$ cat config.mk
export PLATFORM = sky130hd
export DESIGN_NAME = riscv_mc_ctrl_flat
export DESIGN_NICKNAME = d
export VERILOG_FILES = /design/src/rtl/riscv_mc_ctrl_if.sv /design/src/rtl/riscv_mc_ctrl.sv /design/src/flat_wrapper.sv
export SDC_FILE = /design/constraint.sdc
export NUM_CORES = 1
export LEC_CHECK = 0
export CAP_MARGIN = 20
export CORE_MARGIN = 2
export CORE_UTILIZATION = 46
export CTS_BUF_LIST = sky130_fd_sc_hd__clkbuf_2
export DETAILED_ROUTE_END_ITERATION = 10
export GPL_TIMING_DRIVEN = 0
export PLACE_DENSITY = 0.77
export SYNTH_ARGS = -nofsm -noshare
export SYNTH_HDL_FRONTEND = slang
export SYNTH_SLANG_ARGS = --single-unit
$ cat constraint.sdc
create_clock -name clk -period 2.41 [get_ports clk]
set_input_delay 0.6025 -clock clk [delete_from_list [all_inputs] [get_ports clk]]
set_output_delay 0.6025 -clock clk [all_outputs]
set_load 0.005 [all_outputs]
$ cat src/rtl/riscv_mc_ctrl_if.sv
// Control-side bundle for the multi-cycle RV32 controller: decoded op and
// datapath/memory status in, every strobe and select out.
//
// Handshake semantics (imem and dmem alike): the controller raises *_req and
// holds it, with dmem_we stable, until the cycle in which the matching
// *_ready is sampled high. That cycle completes the transfer. *_ready is
// only meaningful while *_req is high.
interface riscv_mc_ctrl_if #(
  parameter int CNT_W = 32
);
  logic [3:0]       op;
  logic             alu_zero;
  logic             imem_ready;
  logic             dmem_ready;
  logic             imem_req;
  logic             dmem_req;
  logic             dmem_we;
  logic             ir_we;
  logic             pc_we;
  logic [1:0]       pc_sel;
  logic             rf_we;
  logic [1:0]       wb_sel;
  logic             alu_src_b;
  logic             alu_op;
  logic             retire;
  logic [CNT_W-1:0] retired_cnt;
  logic             halted;
  logic [1:0]       trap_cause;
  logic [2:0]       dbg_state;

  modport master (
    input  op, alu_zero, imem_ready, dmem_ready,
    output imem_req, dmem_req, dmem_we, ir_we, pc_we, pc_sel, rf_we, wb_sel,
           alu_src_b, alu_op, retire, retired_cnt, halted, trap_cause, dbg_state
  );

  modport slave (
    output op, alu_zero, imem_ready, dmem_ready,
    input  imem_req, dmem_req, dmem_we, ir_we, pc_we, pc_sel, rf_we, wb_sel,
           alu_src_b, alu_op, retire, retired_cnt, halted, trap_cause, dbg_state
  );
endinterface

$ cat src/rtl/riscv_mc_ctrl.sv
// Multi-cycle control FSM for the RV32 subset core. Sequences
// FETCH/DECODE/EXEC/MEM/WB, traps on illegal ops and memory timeouts, and
// counts retired instructions.
// Op encoding: 0 NOP, 1 UNKNOWN, 2 ADDI, 3 LUI, 4 SB, 5 LBU, 6 BEQ, 7 BNE,
// 8 JAL, 9 JALR; anything above 9 is illegal.
module riscv_mc_ctrl #(
  parameter int CNT_W     = 32,
  parameter int TIMEOUT_P = 64
) (
  input  logic            clk,
  input  logic            rst,
  riscv_mc_ctrl_if.master bus
);
  localparam logic [3:0] OP_NOP  = 4'd0;
  localparam logic [3:0] OP_UNK  = 4'd1;
  localparam logic [3:0] OP_ADDI = 4'd2;
  localparam logic [3:0] OP_LUI  = 4'd3;
  localparam logic [3:0] OP_SB   = 4'd4;
  localparam logic [3:0] OP_LBU  = 4'd5;
  localparam logic [3:0] OP_BEQ  = 4'd6;
  localparam logic [3:0] OP_BNE  = 4'd7;
  localparam logic [3:0] OP_JAL  = 4'd8;
  localparam logic [3:0] OP_JALR = 4'd9;

  localparam int WAIT_W = (TIMEOUT_P > 0) ? $clog2(TIMEOUT_P + 1) : 1;
  localparam logic [WAIT_W-1:0] WAIT_MAX = WAIT_W'(TIMEOUT_P);
  localparam bit TIMEOUT_EN = (TIMEOUT_P > 0);

  typedef enum logic [2:0] {
    S_FETCH  = 3'd0,
    S_DECODE = 3'd1,
    S_EXEC   = 3'd2,
    S_MEM    = 3'd3,
    S_WB     = 3'd4,
    S_TRAP   = 3'd5
  } state_t;

  state_t            state_q, state_d;
  logic [WAIT_W-1:0] wait_q, wait_d;
  logic [1:0]        cause_q, cause_d;
  logic [CNT_W-1:0]  cnt_q, cnt_d;

  logic       imem_req, dmem_req, dmem_we, ir_we, pc_we, rf_we;
  logic       alu_src_b, alu_op, retire;
  logic [1:0] pc_sel, wb_sel;

  // State, wait counter, trap cause and retire counter registers.
  always_ff @(posedge clk or posedge rst) begin
    if (rst) begin
      state_q <= S_FETCH;
      wait_q  <= '0;
      cause_q <= 2'd0;
      cnt_q   <= '0;
    end else begin
      state_q <= state_d;
      wait_q  <= wait_d;
      cause_q <= cause_d;
      cnt_q   <= cnt_d;
    end
  end

  // Next-state and strobe decode. wait_d defaults to 0 so any entry into
  // FETCH or MEM starts a fresh wait count; it only grows while a request
  // is stalled. Ready in the limit cycle takes priority over the trap.
  always_comb begin
    state_d   = state_q;
    wait_d    = '0;
    cause_d   = cause_q;
    imem_req  = 1'b0;
    dmem_req  = 1'b0;
    dmem_we   = 1'b0;
    ir_we     = 1'b0;
    pc_we     = 1'b0;
    pc_sel    = 2'd0;
    rf_we     = 1'b0;
    wb_sel    = 2'd0;
    alu_src_b = 1'b0;
    alu_op    = 1'b0;
    retire    = 1'b0;
    case (state_q)
      S_FETCH: begin
        imem_req = 1'b1;
        if (bus.imem_ready) begin
          ir_we   = 1'b1;
          state_d = S_DECODE;
        end else if (TIMEOUT_EN && (wait_q == WAIT_MAX)) begin
          state_d = S_TRAP;
          cause_d = 2'd2;
        end else if (TIMEOUT_EN) begin
          wait_d = wait_q + 1'b1;
        end
      end
      S_DECODE: begin
        if (bus.op == OP_NOP) begin
          pc_we   = 1'b1;
          retire  = 1'b1;
          state_d = S_FETCH;
        end else if ((bus.op == OP_UNK) || (bus.op > OP_JALR)) begin
          state_d = S_TRAP;
          cause_d = 2'd1;
        end else begin
          state_d = S_EXEC;
        end
      end
      S_EXEC: begin
        case (bus.op)
          OP_ADDI, OP_LUI, OP_JALR: begin
            alu_src_b = 1'b1;
            state_d   = S_WB;
          end
          OP_SB, OP_LBU: begin
            alu_src_b = 1'b1;
            state_d   = S_MEM;
          end
          OP_BEQ, OP_BNE: begin
            alu_op  = 1'b1;
            pc_we   = 1'b1;
            retire  = 1'b1;
            pc_sel  = ((bus.op == OP_BEQ) == bus.alu_zero) ? 2'd1 : 2'd0;
            state_d = S_FETCH;
          end
          OP_JAL: state_d = S_WB;
          default: begin
            // op changed to something non-executable after DECODE
            state_d = S_TRAP;
            cause_d = 2'd1;
          end
        endcase
      end
      S_MEM: begin
        dmem_req = 1'b1;
        dmem_we  = (bus.op == OP_SB);
        if (bus.dmem_ready) begin
          if (bus.op == OP_SB) begin
            pc_we   = 1'b1;
            retire  = 1'b1;
            state_d = S_FETCH;
          end else begin
            state_d = S_WB;
          end
        end else if (TIMEOUT_EN && (wait_q == WAIT_MAX)) begin
          state_d = S_TRAP;
          cause_d = 2'd3;
        end else if (TIMEOUT_EN) begin
          wait_d = wait_q + 1'b1;
        end
      end
      S_WB: begin
        rf_we   = 1'b1;
        pc_we   = 1'b1;
        retire  = 1'b1;
        state_d = S_FETCH;
        case (bus.op)
          OP_LBU:  wb_sel = 2'd1;
          OP_JAL:  begin wb_sel = 2'd2; pc_sel = 2'd1; end
          OP_JALR: begin wb_sel = 2'd2; pc_sel = 2'd2; end
          default: wb_sel = 2'd0;
        endcase
      end
      S_TRAP:  state_d = S_TRAP;
      default: state_d = S_TRAP;
    endcase
  end

  // Retire counter; wraps naturally at all-ones.
  always_comb begin
    cnt_d = cnt_q + {{(CNT_W-1){1'b0}}, retire};
  end

  // Outputs are forced low while rst is high so an in-flight request drops
  // immediately rather than at the next clock.
  assign bus.imem_req    = imem_req  & ~rst;
  assign bus.dmem_req    = dmem_req  & ~rst;
  assign bus.dmem_we     = dmem_we   & ~rst;
  assign bus.ir_we       = ir_we     & ~rst;
  assign bus.pc_we       = pc_we     & ~rst;
  assign bus.pc_sel      = pc_sel    & {2{~rst}};
  assign bus.rf_we       = rf_we     & ~rst;
  assign bus.wb_sel      = wb_sel    & {2{~rst}};
  assign bus.alu_src_b   = alu_src_b & ~rst;
  assign bus.alu_op      = alu_op    & ~rst;
  assign bus.retire      = retire    & ~rst;
  assign bus.retired_cnt = cnt_q;
  assign bus.halted      = (state_q == S_TRAP);
  assign bus.trap_cause  = cause_q;
  assign bus.dbg_state   = state_q;
endmodule

$ cat src/flat_wrapper.sv
// flat-port wrapper written by rule: the top's interface ports become plain ports
module riscv_mc_ctrl_flat 
#(
  parameter int CNT_W     = 32,
  parameter int TIMEOUT_P = 64
)
  (clk, rst, bus_op, bus_alu_zero, bus_imem_ready, bus_dmem_ready, bus_imem_req, bus_dmem_req, bus_dmem_we, bus_ir_we, bus_pc_we, bus_pc_sel, bus_rf_we, bus_wb_sel, bus_alu_src_b, bus_alu_op, bus_retire, bus_retired_cnt, bus_halted, bus_trap_cause, bus_dbg_state);
  riscv_mc_ctrl_if #(.CNT_W(CNT_W)) bus_i ();
  input  logic clk;
  input  logic rst;
  input wire logic [$bits(bus_i.op)-1:0] bus_op;
  input wire logic [$bits(bus_i.alu_zero)-1:0] bus_alu_zero;
  input wire logic [$bits(bus_i.imem_ready)-1:0] bus_imem_ready;
  input wire logic [$bits(bus_i.dmem_ready)-1:0] bus_dmem_ready;
  output wire logic [$bits(bus_i.imem_req)-1:0] bus_imem_req;
  output wire logic [$bits(bus_i.dmem_req)-1:0] bus_dmem_req;
  output wire logic [$bits(bus_i.dmem_we)-1:0] bus_dmem_we;
  output wire logic [$bits(bus_i.ir_we)-1:0] bus_ir_we;
  output wire logic [$bits(bus_i.pc_we)-1:0] bus_pc_we;
  output wire logic [$bits(bus_i.pc_sel)-1:0] bus_pc_sel;
  output wire logic [$bits(bus_i.rf_we)-1:0] bus_rf_we;
  output wire logic [$bits(bus_i.wb_sel)-1:0] bus_wb_sel;
  output wire logic [$bits(bus_i.alu_src_b)-1:0] bus_alu_src_b;
  output wire logic [$bits(bus_i.alu_op)-1:0] bus_alu_op;
  output wire logic [$bits(bus_i.retire)-1:0] bus_retire;
  output wire logic [$bits(bus_i.retired_cnt)-1:0] bus_retired_cnt;
  output wire logic [$bits(bus_i.halted)-1:0] bus_halted;
  output wire logic [$bits(bus_i.trap_cause)-1:0] bus_trap_cause;
  output wire logic [$bits(bus_i.dbg_state)-1:0] bus_dbg_state;
  assign bus_i.op = bus_op;
  assign bus_i.alu_zero = bus_alu_zero;
  assign bus_i.imem_ready = bus_imem_ready;
  assign bus_i.dmem_ready = bus_dmem_ready;
  assign bus_imem_req = bus_i.imem_req;
  assign bus_dmem_req = bus_i.dmem_req;
  assign bus_dmem_we = bus_i.dmem_we;
  assign bus_ir_we = bus_i.ir_we;
  assign bus_pc_we = bus_i.pc_we;
  assign bus_pc_sel = bus_i.pc_sel;
  assign bus_rf_we = bus_i.rf_we;
  assign bus_wb_sel = bus_i.wb_sel;
  assign bus_alu_src_b = bus_i.alu_src_b;
  assign bus_alu_op = bus_i.alu_op;
  assign bus_retire = bus_i.retire;
  assign bus_retired_cnt = bus_i.retired_cnt;
  assign bus_halted = bus_i.halted;
  assign bus_trap_cause = bus_i.trap_cause;
  assign bus_dbg_state = bus_i.dbg_state;
  riscv_mc_ctrl #(.CNT_W(CNT_W), .TIMEOUT_P(TIMEOUT_P)) u_core (.clk(clk), .rst(rst), .bus(bus_i));
endmodule
==> summary.txt <==
STA
  – Slew of the pin with the lowest slew margin: between 0.5 and 0.6 ns
  – RSZ-0062 raised after global routing: true
  – Endpoints failing hold: 0
  – Fin crit period: roughly 2.6 ns
  – Rel. slew slack: between 60% and 70%
  – Fmax: 0.388 GHz
  – Slew Limit Fails: 0
  – Final period util: 107%
  – Endpoints failing setup: 6
  – Clock Skews: ~0.03 ns
  – Setup WS post-layout: -0.168 ns

Synth
  – Yosys top cell area share: between 40 and 50%
  – Syn Std Cell Area: 2410 sq um
  – Post-synthesis sequential area ratio: 45.7%
  – Net Count, Synth: between 200 and 300
  – Netlist cell types: between 40 and 50
  – Gate Count Post-Synth: 249
  – Post-synth EDFFs: 0
  – Synth area leaders: dfrtp_1 46%, xnor2_1 10%, nor2_1 5.0%
  – Ys flop type: dfrtp_1
  – Synth warnings: 0
  – Async S/R FF share, synth: 100%
  – Avg Synthesized Cell Area: between 9 and 10 sq um
  – Cell taking the most area after synthesis: dfrtp_1
  – Seq cells post-synth: 44

Clock tree
  – Clock transition at path regs: 0.23 ns
  – CTS Sinks: 44
  – Clock latency on the worst-skew pair: about 0.4 ns
  – H-Tree Depth: 2
  – CTS tree: built
  – Num CTS Buffers: 5
  – Maximum clock path buffer count: 2
  – CTS Hold Bufs: 0
  – Root Driver: clkbuf_2

Setup path
  – Crit-path cells: buf_8 -> buf_6 -> nand3_1 -> nor2_1 -> o31a_1 -> and2_4 -> buf_4 -> clkbuf_2
  – Classification of the worst setup path: reg -> out
  – Slowest stage delay, CP: roughly 0.48 ns
  – CP Launch Type: register
  – Slowest CP cell: dfrtp_1
  – Critical Path RT: between 1.5 and 2 ns
  – Crit-path max FO: 6
  – Worst Path Arrival: just under 2 ns
  – Crit end category: primary output

Power and ir drop
  – Pwr/cell area: about 320 nW/um^2
  – Sequential cell fraction of total power: 64.8%
  – Gate power share: roughly 9%
  – Pleak: roughly 0.0017 uW
  – Maximum VDD drop: 0.259 mV
  – Part of the power in the clock network: a little over a quarter
  – Internal Power: 842 uW
  – P_sw: about 300 uW
  – Sw frac: between 20% and 30%

Detailed routing
  – Vias: 2318
  – DR pass1 iterations: 4
  – Vias per cell: between 5 and 6
  – Routed WL: slightly below 7 mm
  – DRT antenna net count: 0
  – Avg WL per Cell: between 15 and 20 um
  – DR iter-0 viols: ~220
  – DRC: 0

Layout
  – Layout cells sized above 1: a little over a quarter
  – Multi-input logic area: roughly 1400 sq um
  – Final Non-Filler Cells: roughly 420
  – Design Area, Final: approximately 3600 sq um
  – Area Growth Syn to Fin: 49.0%
  – Register area: between 1000 and 1500 sq um
  – Nets: ~360
  – # diodes: 0
  – Fill count: between 300 and 400

GRT
  – Global-route wire length before repair: 10.8 mm
  – GRT overflow: 0
  – Grt peak-use layer: met2
  – Largest net degree at the start of global routing: 24
  – Initial antenna violation count: 0
  – Via count of the first global-routing pass: approximately 2300
  – Grt met1 use: between 20 and 30%
  – GRT met3 Usage: 4.98%
  – Met2 Use GR: 36.3%
  – GRT Overall Usage: 23.0%

Place
  – Detailed Place HPWL: between 3 and 4 mm
  – Port-buffer cells: between 50 and 60
  – Cell Count Post-Placement: about 380
  – Placed Area: around 3100 sq um
  – GP Congestion: approximately 0.86

Die
  – Area of the die: 5830 sq um
  – Ports: 60
  – Die X: between 70 and 80 um
  – Die height: between 70 and 80 um
  – Initial Util: ~47%
  – Rows: 26
  – Core area: a little over 5000 sq um

Outcome
  – Failing checks: setup timing
  – Status: complete, but fails checks

Hold path
  – Hold WC Path Type: in -> async

Flow run
  – Max Cap Viol: 0
cells by family after synthesis:
family | count (synthesis) | synth area share [%]
and+or+nand+nor | 115 | 25.5
DFF | 44 | 45.7
xor gates and xnor gates | 38 | 13.8
AOI/OAI and AO/OA | 25 | 8.06
buffers and inverters | 21 | 3.74
adders and majority gates | 4 | 2.08
muxes | 2 | 1.04
layer usage:
layer | part of all wire, % | vias up | wire length (um)
met5 | 0 | - | 0
met4 | 4.8 | 0 | 332
met3 | 5.6 | 29 | 392
met2 | 48 | 114 | 3360
met1 | 41 | 1112 | 2860
li1 | - | 1063 | -
layout by cell type, fill, tap and decap left out, types with 5 or more instances in the layout:
cell type / count
clkdlybuf4s50_1: 39
dfrtp_1: 43
inv_1: 12
buf_6: 6
clkbuf_2: 9
buf_4: 29
and3_1: 9
xor2_1: 10
buf_2: 6
xnor2_1: 28
nand3_1: 17
nand4_1: 7
nand2_1: 15
nor2_1: 26
a21oi_1: 5
o21ai_0: 5
nor3_1: 5
final cells by class:
| cell class | count | area share, % |
|---|---|---|
| timing repair inverter | 2 | 0.279 |
| sequential | 44 | 30.7 |
| multi-input combinational | 184 | 38.8 |
| tap | 70 | 2.44 |
| clock buffer | 5 | 0.698 |
| clock inverter | 2 | 0.349 |
| timing repair buffer | 91 | 22.7 |
| buffer | 8 | 2.51 |
| inverter | 13 | 1.47 |
cell usage after synthesis, types with 3 or more instances:
master	count
dfrtp_1	44
nor2_1	32
xnor2_1	28
nand2_1	17
nand3_1	17
inv_1	13
xor2_1	10
and3_1	9
nor3_1	8
nand4_1	7
clkbuf_1	6
a21oi_1	5
o21ai_0	5
and4_1	4
ha_1	4
nand2b_1	4
and2_1	3
nor4_1	3
o22ai_1	3
per-stage QoR:
stage	worst slack, ns	hold WS (ns)	util (%)	TNS, ns	power, uW
after global routing	-0.245	0.479	70.7	-1.30	1190
after global placement	-1.33	0.461	60.7	-31.10	823
after CTS	-0.217	0.484	67.0	-0.604	1140
after floorplan	0.00482	0.446	-	0	794
final	-0.168	0.475	70.7	-0.564	1140
after detailed placement	-1.37	0.467	60.7	-31.90	824
power groups by stage:
| stage | clock network (uW) | logic, uW | registers, uW |
|---|---|---|---|
| final | 301 | 101 | 740 |
| after global routing | 339 | 109 | 740 |
| after CTS | 307 | 90.2 | 740 |
| after detailed placement | 0 | 71.2 | 752 |
| after global placement | 0 | 70.7 | 752 |
| after floorplan | 0 | 41.4 | 752 |
sequential cells by signal, indices dropped and copies added (netlist names):
register and count:
u_core.bus.retired_cnt 32, u_core.bus.dbg_state 3, u_core.wait_q 7, u_core.bus.trap_cause 2
final timing paths:
kind | from | to | slack (ns) | depth (start not counted)
worst max-delay path | u_core.bus.dbg_state[0] | bus_retire | -0.17 | 8
worst min-delay path | rst | u_core.bus.retired_cnt[13] | 0.47 | 2
worst max register to register | u_core.bus.dbg_state[0] | u_core.bus.retired_cnt[25] | 0.04 | 11
worst min register to register | u_core.bus.retired_cnt[31] | u_core.bus.retired_cnt[31] | 0.47 | 1
max in group asynchronous | rst | u_core.bus.retired_cnt[15] | 1.49 | 3
min in group clk | u_core.bus.retired_cnt[31] | u_core.bus.retired_cnt[31] | 0.48 | 1
what timing repair did:
action,in CTS,in global routing
gates resized for setup,77,33
setup buffers,19,14
endpoints found under the setup margin,39,30
pin swaps,11,17
gates cloned,2,0
worst max-delay path: cells and delay by family, from the launching register on:
kind	cells	cell delay, ns
compound gates	1	0.31
buf+inv	4	0.50
simple gates	3	0.28
flops	1	0.48
Note: power is estimated with default switching activity, not from simulation.
